===== src/rtl/rock_pkg.sv =====
// Shared types and helpers for the rocking-search controller and motion generator.
package rock_pkg;

  // Widest sensor and level widths the helpers support; callers cast in and out.
  localparam int MAX_DATA_W  = 16;
  localparam int MAX_LEVEL_W = 8;

  typedef enum logic [2:0] {
    IDLE    = 3'd0,
    SETTLE  = 3'd1,
    MEASURE = 3'd2,
    CALM    = 3'd3,
    ERROR   = 3'd4
  } state_t;

  typedef struct packed {
    logic [MAX_LEVEL_W-1:0] a;
    logic [MAX_LEVEL_W-1:0] f;
    logic                   wrap;
  } af_step_t;

  // Unsigned stress: one extra bit so the sum never overflows.
  function automatic logic [MAX_DATA_W:0] stress_f(input logic [MAX_DATA_W-1:0] cry,
                                                   input logic [MAX_DATA_W-1:0] hr);
    return {1'b0, cry} + {1'b0, hr};
  endfunction

  // Frequency is the fast axis, amplitude the slow one; past (max,max) the
  // walk restarts at (1,1) and flags the wrap.
  function automatic af_step_t next_setting(input logic [MAX_LEVEL_W-1:0] a,
                                            input logic [MAX_LEVEL_W-1:0] f,
                                            input logic [MAX_LEVEL_W-1:0] mx);
    af_step_t r;
    r.a    = a;
    r.f    = f;
    r.wrap = 1'b0;
    if (f < mx) begin
      r.f = f + 1'b1;
    end else if (a < mx) begin
      r.a = a + 1'b1;
      r.f = MAX_LEVEL_W'(1);
    end else begin
      r.a    = MAX_LEVEL_W'(1);
      r.f    = MAX_LEVEL_W'(1);
      r.wrap = 1'b1;
    end
    return r;
  endfunction

endpackage


===== src/rtl/rock_search_ctrl_af_stepper.sv =====
// Registered amplitude/frequency grid counter: clear to off, start at (1,1), or step.
module af_stepper
  import rock_pkg::*;
#(
  parameter int LEVEL_W = 3
) (
  input  logic               clk,
  input  logic               reset,
  input  logic               clr,
  input  logic               init,
  input  logic               step,
  output logic [LEVEL_W-1:0] a,
  output logic [LEVEL_W-1:0] f,
  output logic               wrap
);

  localparam logic [MAX_LEVEL_W-1:0] LVL_MAX = MAX_LEVEL_W'((1 << LEVEL_W) - 1);

  af_step_t ns;

  // Next grid point and whether the current point is the last one.
  always_comb begin
    ns = next_setting(MAX_LEVEL_W'(a), MAX_LEVEL_W'(f), LVL_MAX);
  end

  assign wrap = ns.wrap;

  // Level registers; clear dominates init, init dominates step.
  always_ff @(posedge clk) begin
    if (!reset) begin
      a <= '0;
      f <= '0;
    end else if (clr) begin
      a <= '0;
      f <= '0;
    end else if (init) begin
      a <= LEVEL_W'(1);
      f <= LEVEL_W'(1);
    end else if (step) begin
      a <= LEVEL_W'(ns.a);
      f <= LEVEL_W'(ns.f);
    end
  end

endmodule


===== src/rtl/rock_search_ctrl.sv =====
// Searches the A x F rocking grid for a setting that lowers fused cry/heart stress.
module rock_search_ctrl
  import rock_pkg::*;
#(
  parameter int DATA_W      = 8,
  parameter int LEVEL_W     = 3,
  parameter int SETTLE_CYC  = 1024,
  parameter int DROP_MIN    = 4,
  parameter int CALM_THRESH = 16,
  parameter int MAX_PASSES  = 2
) (
  input  logic               clk,
  input  logic               reset,
  input  logic               sample_valid,
  input  logic [DATA_W-1:0]  huilVolume,
  input  logic [DATA_W-1:0]  hartRitme,
  output logic [LEVEL_W-1:0] A,
  output logic [LEVEL_W-1:0] F,
  output logic               calm,
  output logic               busy,
  output logic               error
);

  localparam int SET_W  = (SETTLE_CYC > 2) ? $clog2(SETTLE_CYC) : 1;
  localparam int PASS_W = $clog2(MAX_PASSES + 1);

  state_t              state, state_nxt;
  logic [DATA_W:0]     stress, stress_ref, ref_nxt;
  logic [SET_W-1:0]    settle_cnt, settle_nxt;
  logic [PASS_W-1:0]   pass_cnt, pass_nxt;
  logic                af_clr, af_init, af_step, af_wrap;
  logic                is_calm, improved;

  assign stress = (DATA_W+1)'(stress_f(MAX_DATA_W'(huilVolume), MAX_DATA_W'(hartRitme)));

  assign is_calm  = stress <= (DATA_W+1)'(CALM_THRESH);
  // One extra bit so stress + DROP_MIN cannot wrap.
  assign improved = ({1'b0, stress} + (DATA_W+2)'(DROP_MIN)) <= {1'b0, stress_ref};

  af_stepper #(.LEVEL_W(LEVEL_W)) u_af (
    .clk   (clk),
    .reset (reset),
    .clr   (af_clr),
    .init  (af_init),
    .step  (af_step),
    .a     (A),
    .f     (F),
    .wrap  (af_wrap)
  );

  // Next-state and search bookkeeping; samples outside IDLE/MEASURE/CALM fall through.
  always_comb begin
    state_nxt  = state;
    ref_nxt    = stress_ref;
    settle_nxt = settle_cnt;
    pass_nxt   = pass_cnt;
    af_clr     = 1'b0;
    af_init    = 1'b0;
    af_step    = 1'b0;
    case (state)
      IDLE, CALM: begin
        if (sample_valid) begin
          if (is_calm) begin
            state_nxt = CALM;
            af_clr    = 1'b1;
          end else begin
            state_nxt  = SETTLE;
            ref_nxt    = stress;
            settle_nxt = '0;
            pass_nxt   = '0;
            af_init    = 1'b1;
          end
        end
      end
      SETTLE: begin
        settle_nxt = settle_cnt + 1'b1;
        if (settle_cnt == SET_W'(SETTLE_CYC - 1)) state_nxt = MEASURE;
      end
      MEASURE: begin
        if (sample_valid) begin
          if (is_calm) begin
            state_nxt = CALM;
            af_clr    = 1'b1;
          end else if (improved) begin
            state_nxt  = SETTLE;
            ref_nxt    = stress;
            pass_nxt   = '0;
            settle_nxt = '0;
          end else if (af_wrap && (pass_cnt == PASS_W'(MAX_PASSES - 1))) begin
            state_nxt = ERROR;
            af_clr    = 1'b1;
          end else begin
            state_nxt  = SETTLE;
            settle_nxt = '0;
            af_step    = 1'b1;
            if (af_wrap) pass_nxt = pass_cnt + 1'b1;
          end
        end
      end
      ERROR: begin
        af_clr = 1'b1;
      end
      default: begin
        state_nxt = IDLE;
        af_clr    = 1'b1;
      end
    endcase
  end

  // State, search registers and status flags decoded from the state being entered.
  always_ff @(posedge clk) begin
    if (!reset) begin
      state      <= IDLE;
      stress_ref <= '0;
      settle_cnt <= '0;
      pass_cnt   <= '0;
      calm       <= 1'b0;
      busy       <= 1'b0;
      error      <= 1'b0;
    end else begin
      state      <= state_nxt;
      stress_ref <= ref_nxt;
      settle_cnt <= settle_nxt;
      pass_cnt   <= pass_nxt;
      calm       <= (state_nxt == CALM);
      busy       <= (state_nxt == SETTLE) || (state_nxt == MEASURE);
      error      <= (state_nxt == ERROR);
    end
  end

endmodule


===== config.mk =====
export PLATFORM = sky130hd
export DESIGN_NAME = rock_search_ctrl
export DESIGN_NICKNAME = d
export VERILOG_FILES = /design/src/rtl/rock_pkg.sv /design/src/rtl/rock_search_ctrl_af_stepper.sv /design/src/rtl/rock_search_ctrl.sv
export SDC_FILE = /design/constraint.sdc
export NUM_CORES = 1
export LEC_CHECK = 0
export CORE_UTILIZATION = 30
export DETAILED_ROUTE_END_ITERATION = 8
export PLACE_DENSITY_LB_ADDON = 0.25
export SYNTH_ARGS = -nofsm -noshare
export SYNTH_HDL_FRONTEND = slang
export SYNTH_SLANG_ARGS = --single-unit

===== constraint.sdc =====
create_clock -name clk -period 4.8 [get_ports clk]
set_input_delay 0.96 -clock clk [delete_from_list [all_inputs] [get_ports clk]]
set_output_delay 0.96 -clock clk [all_outputs]
set_load 0.02 [all_outputs]

==> results.tsv <==
metric	value	unit
drive_above_1_share	0.1775	
drt_iter0_drc	35	
synthDistinctLibCells	59	
cts-root-buf	clkbuf_8	
design.die.area	0.008314	sq mm
clock_latency	0.28	ns
num_vias	2111	
rr_startpoint	stress_ref[1]$_SDFFE_PN0P_	
synth_cells	281	
area_growth	33.09	%
cts_max_path_buffers	2	
critical_path.endpoint_type	register	
fin_total_pwr	0.9456	mW
gpl.final_weighted_congestion	0.8049	
yosys_warnings	0	
start_kind	primary input	
min_period	4.636	ns
whs	0.4918	ns
hp-start	pass_cnt[1]$_SDFFE_PN0P_	
dp_hpwl	4025	microns
worst_pin_slew	0.6308	ns
cts_buffers	5	
tns	0	ns
ys.flop_type	dfxtp_1	
overflow	0	
antenna_found_initial	0	
drc	0	
cellPowerDensity	297.8	mW/mm^2
drt_pre_antenna_iters	4	
htree_levels	2	
finalCritPeriodShare	0.9658	
clock-sinks	33	
hold_viol	0	
syn_nets	324	
cap_viol_max_count	0	
rows	32	
finClkSkew	0.006519	ns
finalMaxSlewViolations	0	
wl_per_cell	12.06	microns
diodes	0	
path_class	primary input to register	
portBuffers	27	
syn_avg_cell_area	8.491	sq um
grt_pass1_wl	8976	microns
cp-startpoint	huilVolume[0]	
ys_ff_latch	33	
nets	380	
grt_max_degree	18	
required	5.00	ns
clkSlewWorstSetupHoldPaths	0.07	ns
status	finished, final reports clean	
leakage	1.247	nW
yosysSeqAreaShare	0.2769	
grt_pass1_vias	2030	
die_y	91.18	microns
cp.arrival	4.84	ns
synth-async-reset-ratio	0	
worstPathMaxFanout	4	
start_util	0.3088	
worst_slew_margin_rel	0.5784	
synth_edf_count	0	
grt_usage	0.1317	
ant_nets	0	
vias_per_cell	4.798	
die_x	91.18	microns
timing.fmax	0.2157	GHz
netlist_area	0.002386	sq mm
hp-class	register to register	
cts_tree	done	
io_pins	28	
drt_wl_total	5308	microns
ir_worst_vdd	0.1609	mV
coreArea	0.007727	sq mm
setup_viol	0	
## synth_stat cells (3+ instances only)
cell type / instances / area share
a2111oi_1: 3 / 0.013
nand2_1: 20 / 0.031
ha_1: 23 / 0.12
clkbuf_1: 4 / 0.0063
dfxtp_1: 33 / 0.28
inv_1: 16 / 0.025
xor2_1: 6 / 0.022
a211oi_1: 6 / 0.019
nand2b_1: 7 / 0.018
xnor2_1: 13 / 0.048
a21oi_1: 15 / 0.031
nor3_1: 7 / 0.015
o21ai_0: 6 / 0.013
nor2_1: 41 / 0.065
nand3_1: 8 / 0.017
buf_2: 3 / 0.0063
mux2i_1: 11 / 0.046
a211oi_2: 3 / 0.016
nand4_1: 3 / 0.0079
nor2b_1: 3 / 0.0079
## registers in the layout, summed over array words and instances (netlist names)
name,count
busy,1
calm,1
error,1
pass_cnt,2
settle_cnt,10
state,3
stress_ref,9
u_af.a,3
u_af.f,3
## repair_timing
action                                  in CTS  in global routing
hold buffers                                 0                  0
endpoints found under the setup margin       0                 16
buffers inserted                             0                  2
resized for setup                            0                 11
## final cells by class
cell class	count	area (sq um)
flip-flops and latches	33	660.6
multi-input cells	221	1687
inverters	19	71.32
clock buffers	5	68.82
well taps	102	127.6
repair buffers	57	495.5
clock inverters	3	65.06
fillers	790	4552
## worst max-delay path: stages
cell             delay (ns)
clkdlybuf4s50_1        0.40
ha_1                   0.23
fa_2                   0.38
a211oi_4               0.32
o31ai_2                0.14
xor2_2                 0.26
nand2_1                0.13
xnor2_2                0.15
ha_1                   0.28
nand4_1                0.11
nor2_1                 0.06
a21oi_1                0.17
o41ai_2                0.10
buf_4                  0.17
a21oi_4                0.15
and2b_1                0.15
or4b_1                 0.48
o32ai_2                0.20
## where the power goes
group	switching (mW)	total (mW)	internal [mW]
clock	0.103	0.309	0.206
sequential	0.0106	0.300	0.289
combinational	0.173	0.336	0.164
## layout by cell type, fill, tap and decap left out, drive strengths merged, types with 11 or more instances in the layout
cell           instances
nor2                  41
dfxtp                 33
buf                   30
clkdlybuf4s50         27
ha                    23
nand2                 20
inv                   18
a21oi                 16
xnor2                 13
mux2i                 11
## metrics by stage
step	instance area, sq um	util	std cells	setup slack [ns]
floorplan	2386	-	281	0.2121
global placement	2960	0.3831	430	-0.1105
detailed placement	2960	0.3831	430	-0.1406
CTS	3094	0.4004	438	0.1506
global route	3176	0.4109	440	-0.06654
finish	3176	0.4109	440	0.1642
## layer usage
layer,GRT usage,vias to the layer above,part of all wire
met2,0.2115,28,0.44
met5,0,-,0
met4,0.04365,0,0.013
met3,0.02596,6,0.034
met1,0.1759,961,0.52
li1,-,1116,-
## worst paths after layout
kind | endpoint | slack, ns | cells past startpoint
min reg2reg | pass_cnt[1]$_SDFFE_PN0P_ | 0.49 | 2
max | pass_cnt[1]$_SDFFE_PN0P_ | 0.16 | 18
max reg2reg | settle_cnt[9]$_SDFFE_PN0P_ | 2.25 | 12
min | pass_cnt[1]$_SDFFE_PN0P_ | 0.49 | 2
## kinds of logic (layout without fill, tap and decap cells)
kind of cell,Yosys count,after routing,share of synthesized area
simple gates,105,105,0.2160
compound gates,61,61,0.2113
flops,33,33,0.2769
buf+inv,27,84,0.04404
fa+ha+maj,24,24,0.1290
xor+xnor,20,20,0.07656
mux,11,11,0.04615
(Power assumes the default switching activity.)
